$ cat src/rtl/seq_magnitude_compare.sv
// seq_magnitude_compare: MSB-first digit-serial magnitude compare; ports clk, rst, start, signed_mode, A, B -> busy, done, F1 (A>B), F2 (A==B), F3 (A<B)
module seq_magnitude_compare #(
  parameter int WIDTH = 8,
  parameter int DIGIT = 2
) (
  input  logic             clk,
  input  logic             rst,
  input  logic             start,
  input  logic             signed_mode,
  input  logic [WIDTH-1:0] A,
  input  logic [WIDTH-1:0] B,
  output logic             busy,
  output logic             done,
  output logic             F1,
  output logic             F2,
  output logic             F3
);
  localparam int NDIG = WIDTH / DIGIT;
  localparam int IW = NDIG > 1 ? $clog2(NDIG) : 1;
  typedef enum logic [1:0] {IDLE, SCAN, DONE} state_t;
  state_t state_q, state_d;
  logic [WIDTH-1:0] a_q, a_d, b_q, b_d;
  logic [IW-1:0] idx_q, idx_d;
  logic [2:0] f_q, f_d;
  logic [DIGIT-1:0] a_dig, b_dig;
  assign a_dig = a_q[WIDTH-1 -: DIGIT];
  assign b_dig = b_q[WIDTH-1 -: DIGIT];
  always_comb begin
    state_d = state_q;
    a_d = a_q;
    b_d = b_q;
    idx_d = idx_q;
    f_d = f_q;
    if (state_q == SCAN) begin
      if (a_dig != b_dig || idx_q == '0) begin
        f_d = {a_dig > b_dig, a_dig == b_dig, a_dig < b_dig};
        state_d = DONE;
      end else begin
        idx_d = idx_q - 1'b1;
        a_d = a_q << DIGIT;
        b_d = b_q << DIGIT;
      end
    end else if (start) begin
      a_d = {A[WIDTH-1] ^ signed_mode, A[WIDTH-2:0]};
      b_d = {B[WIDTH-1] ^ signed_mode, B[WIDTH-2:0]};
      idx_d = IW'(NDIG - 1);
      f_d = '0;
      state_d = SCAN;
    end else if (state_q == DONE) begin
      state_d = IDLE;
    end
  end
  always_ff @(posedge clk) begin
    if (rst) begin
      state_q <= IDLE;
      a_q <= '0;
      b_q <= '0;
      idx_q <= '0;
      f_q <= '0;
    end else begin
      state_q <= state_d;
      a_q <= a_d;
      b_q <= b_d;
      idx_q <= idx_d;
      f_q <= f_d;
    end
  end
  assign busy = state_q == SCAN;
  assign done = state_q == DONE;
  assign F1 = f_q[2];
  assign F2 = f_q[1];
  assign F3 = f_q[0];
endmodule

$ cat config.mk
export PLATFORM = sky130hd
export DESIGN_NAME = seq_magnitude_compare
export DESIGN_NICKNAME = d
export VERILOG_FILES = /design/src/rtl/seq_magnitude_compare.sv
export SDC_FILE = /design/constraint.sdc
export NUM_CORES = 1
export LEC_CHECK = 0
export ABC_AREA = 1
export CAP_MARGIN = 20
export CORE_MARGIN = 4
export CORE_UTILIZATION = 30
export CTS_CLUSTER_SIZE = 24
export DETAILED_ROUTE_END_ITERATION = 10
export GPL_TIMING_DRIVEN = 0
export SLEW_MARGIN = 5
export SYNTH_ARGS = -nofsm -noshare
export SYNTH_HDL_FRONTEND = slang
export SYNTH_SLANG_ARGS = --single-unit
$ cat constraint.sdc
create_clock -name clk -period 3.23 [get_ports clk]
set_clock_uncertainty 0.15 [all_clocks]
set_input_delay 0.969 -clock clk [delete_from_list [all_inputs] [get_ports clk]]
set_output_delay 0.969 -clock clk [all_outputs]
set_load 0.01 [all_outputs]
**Word level (Yosys, flattened, before mapping)**

Index checks and enable logic that the tools add are counted.

- Bits of input ports: 20
- Register bits: 23

- Mux-type cells: 16
- Magnitude comparators: 2
- Add/sub/neg operators: 1
- Reduce and logical (&&, ||, !) cells: 7
- Eq/ne operators: 6
- Bitwise gates (word level): 2

Operator list:

| kind | count |
|---|---|
| 8-bit 2-to-1 mux | 6 |
| 2-bit 2-to-1 mux | 7 |
| 3-bit 2-to-1 mux | 3 |
| 2-bit AND reduction | 3 |
| 3-bit nonzero test | 1 |
| 2-bit by 1-bit == test with 1-bit output, second input constant | 1 |
| 2-bit == test | 1 |
| 2-bit == test, second input constant | 1 |
| 2-bit greater-than comparator | 1 |
| 2-bit zero test | 1 |
| 2-bit < comparator | 1 |
| 2-bit by 1-bit != test with 1-bit output, second input constant | 1 |
| 2-bit != test | 1 |
| 2-bit != test, second input constant | 1 |
| 2-bit nonzero test | 1 |
| 2-bit by 1-bit subtractor with 2-bit output, second input constant | 1 |
| 1-bit bitwise XOR | 2 |
| 1-bit logical OR | 1 |

**Depth between registers and ports, before layout**

- Depth after elaboration: 4
- Gate-level depth with buffers: 10
- Mapped depth without buffers: 9

**Worst setup path before layout**

Ideal clock, no wire load.

- Kind: register to output
- From: register state_q[0]
- To: output port busy
- Data required time: 2111 ps
- Path slack: 1465 ps
- Stages on the path, launching flop included: 4
- Data arrival time: 646 ps
- Path through: dfxtp_1 > inv_2 > nor2_4 > buf_6

- Longest elaborated chain between the ends: 1

Ends and longest elaborated chain:

| item | line | source |
|---|---|---|
| from (decl) | 21 | `state_t state_q, state_d;` |
| from (signal assigned) | 61 | `state_q <= state_d;` |
| 2-bit by 1-bit == test with 1-bit output | 68 | `assign busy = state_q == SCAN;` |
| to (decl) | 12 | `output logic busy,` |

Every way passes these cells.

**Final worst setup path**

Same ends and word-level chain as after synthesis.

==> flow_metrics.env <==
export IMPL_final_layout_size_suffix_gt1_frac=0.09223
export IMPL_status="finished, final reports clean"
export IMPL_maxCapViolCount=0
export IMPL_crit_end="busy"
export IMPL_vias=1149
export IMPL_cts_tree="built"
export IMPL_slowest_stage="clkdlybuf4s50_1"
export IMPL_fin_crit_sh=0.8278
export IMPL_synth_warning_count=0
export IMPL_fmax_ghz=0.3740
export IMPL_ff2ff_setup_slack_ps=1470
export IMPL_grt_total_usage=0.1150
export IMPL_ys_seq_area_frac=0.3870
export IMPL_crit_type="reg -> out"
export IMPL_drc_errors=0
export IMPL_cts_htree_levels=1
export IMPL_yosys_most_used_dff="dfxtp_1"
export IMPL_finalNonFillerCells=254
export IMPL_post_route_min_period_ps=2674
export IMPL_worst_slew_margin_rel=0.8552
export IMPL_grt_max_degree=13
export IMPL_required_ps=2110
export IMPL_syn_inst=179
export IMPL_cp_end_kind="output port"
export IMPL_fill_cells=427
export IMPL_start_kind="flip-flop"
export IMPL_tightest_slew_ps=217.2
export IMPL_cts_made_buffers=3
export IMPL_diodes=0
export IMPL_ys_seq_elements=23
export IMPL_clkLatencyLatePin_ps=270
export IMPL_path_clk_slew_ps=80
export IMPL_post_route_util=0.4074
export IMPL_dp_worst_setup_slack_ps=841.9
export IMPL_r2r_end="b_q[2]"
export IMPL_path_cells="inv_2 -> nor2_4 -> buf_6 -> clkdlybuf4s50_1"
export IMPL_grt_pass1_vias=1087
export IMPL_final_hold_viol_count=0
export IMPL_r2r_start="b_q[7]"
export IMPL_fp_dieW_microns=70.98
export IMPL_routabilityCongestion=0.8099
export IMPL_async_reset_ff_frac=0
export IMPL_path_max_fanout=10
export IMPL_crit_path_max_incr_delay_ps=540
export IMPL_timing_final_ws_setup_ps=556.1
export IMPL_arrival_ps=1550
export IMPL_power_total_w=0.0007138
export IMPL_core_area_sq_um=3744
export IMPL_num_rows=22
export IMPL_cts_hold_buf=0
export IMPL_yosys_area_top_type_share=0.3870
export IMPL_dp_hpwl_microns=2008
export IMPL_rsz0062_at_grt="no"
export IMPL_grt_antenna_before_repair=0
export IMPL_yosys_top_cells_area="dfxtp_1, nand2_1, nand3_1"
export IMPL_multi_input_area_sq_um=581.8
export IMPL_grt_pass1_wl_microns=4754
export IMPL_wl_per_cell_microns=10.87
export IMPL_synth_net_count=202
export IMPL_ir_drop_v=0.0001539
export IMPL_synth_commonest_cells="nand2_1, nor2_1, dfxtp_1, nand3_1, inv_1"
export IMPL_setup_viol=0
export IMPL_ios=25
export IMPL_ff_latch_area_sq_um=460.4
export IMPL_clkSinkCount=23
export IMPL_drtIter0Drc=37
export IMPL_worstRegToRegCells=10
export IMPL_place_inst=250
export IMPL_leakagePower_nw=0.6940
export IMPL_port_buffers=23
export IMPL_gr_total_overflow=0
export IMPL_cts_root_buf="clkbuf_8"
export IMPL_yosys_cell_types_count=18
export IMPL_die_area_sq_um=5038
export IMPL_p_per_area_nw_per_um2=468.0
export IMPL_synth_top_area_cell="dfxtp_1"
export IMPL_synth_edff_count=0
export IMPL_syn_cell_area_sq_um=1190
export IMPL_area_growth_pct=28.18
export IMPL_hold_class="reg -> reg"
export IMPL_nets=230
export IMPL_startpoint="state_q[0]"
export IMPL_min_from="idx_q[1]"
export IMPL_ctsResizeCount=0
export IMPL_post_cts_buffers=0
export IMPL_syn_avg_cell_area_sq_um=6.647
export IMPL_start_util=0.3178
export IMPL_vias_per_cell=4.524
export IMPL_clockBufferDepth=2
export IMPL_yosysMostFrequentCell="nand2_1"
export IMPL_ant_nets=0
export IMPL_setup_tns_ps=0
export IMPL_wl_microns=2762
export IMPL_first_pass_iters=5
export IMPL_die_height_microns=70.98
export IMPL_finalMaxSlewViolations=0
[worst min path at each step]
stage | to | slack (ps) | cells after the start
2_1_floorplan | idx_q[1] | 280 | 2
3_3_place_gp | idx_q[1] | 300 | 2
3_5_place_dp | idx_q[1] | 300 | 2
4_1_cts | idx_q[1] | 320 | 2
5_1_grt | idx_q[1] | 350 | 2
6_report | idx_q[1] | 310 | 2
[cell families after synthesis]
kind of cell             after synthesis  share of synthesized area
buffers and inverters                 30                     0.1241
flip-flops                            23                     0.3870
AND/OR/NAND/NOR                      102                     0.3670
AO/OA/AOI/OAI                         21                    0.09044
adder cells (fa/ha/maj)                3                    0.03155
[state kept, by name, indices dropped and copies added (netlist names)]
signal,flops
b_q,8
f_q,3
idx_q,2
state_q,2
a_q,8
[cell usage in the layout (no fill, tap or decap)]
cell type	n
inv_1	18
ha_1	3
buf_6	3
inv_2	3
o21ai_0	8
a211oi_1	1
clkdlybuf4s50_1	23
nor2_1	26
buf_4	2
nand4_1	1
nand2_2	3
nor2_4	1
or2_0	1
nand3_1	21
dfxtp_1	23
nand3b_1	2
nand2_1	47
clkbuf_1	1
buf_2	4
clkbuf_8	3
a21oi_1	12
[worst max-delay path, delay by kind of cell, from the launching register on]
family	cells	cell delay, ps
buffers and inverters	3	760
DFF	1	430
and+or+nand+nor	1	100
[layer usage]
| layer | share of wire | wire length [microns] | vias to the layer above | GRT usage |
|---|---|---|---|---|
| met1 | 0.50 | 1393 | 508 | 0.1485 |
| met2 | 0.44 | 1224 | 22 | 0.1864 |
| met4 | 0.019 | 53 | 0 | 0.05010 |
| met3 | 0.033 | 92 | 5 | 0.02131 |
| met5 | 0 | 0 | - | 0 |
| li1 | - | - | 614 | - |
[power breakdown]
| part | internal [W] | total [W] | switching, W |
|---|---|---|---|
| Combinational | 0.0000927 | 0.000206 | 0.000113 |
| Sequential | 0.000314 | 0.000326 | 0.0000122 |
| Clock | 0.0000882 | 0.000182 | 0.0000938 |
| Total | 0.000495 | 0.000714 | 0.000219 |
[per-stage QoR]
step	hold WS [ps]	cell area [sq um]
finish	313.9	1525
global route	350.4	1525
CTS	316.6	1525
detailed placement	304.6	1480
global placement	300.3	1480
floorplan	284.4	1190
[area by class of cell]
cell class,count,share of cell area
clock buffers,4,0.02953
repair buffers,23,0.1509
flip-flops and latches,23,0.3019
inverters,21,0.05168
plain buffers,9,0.04512
well taps,48,0.03938
multi-input cells,126,0.3815
(Power assumes the default switching activity.)
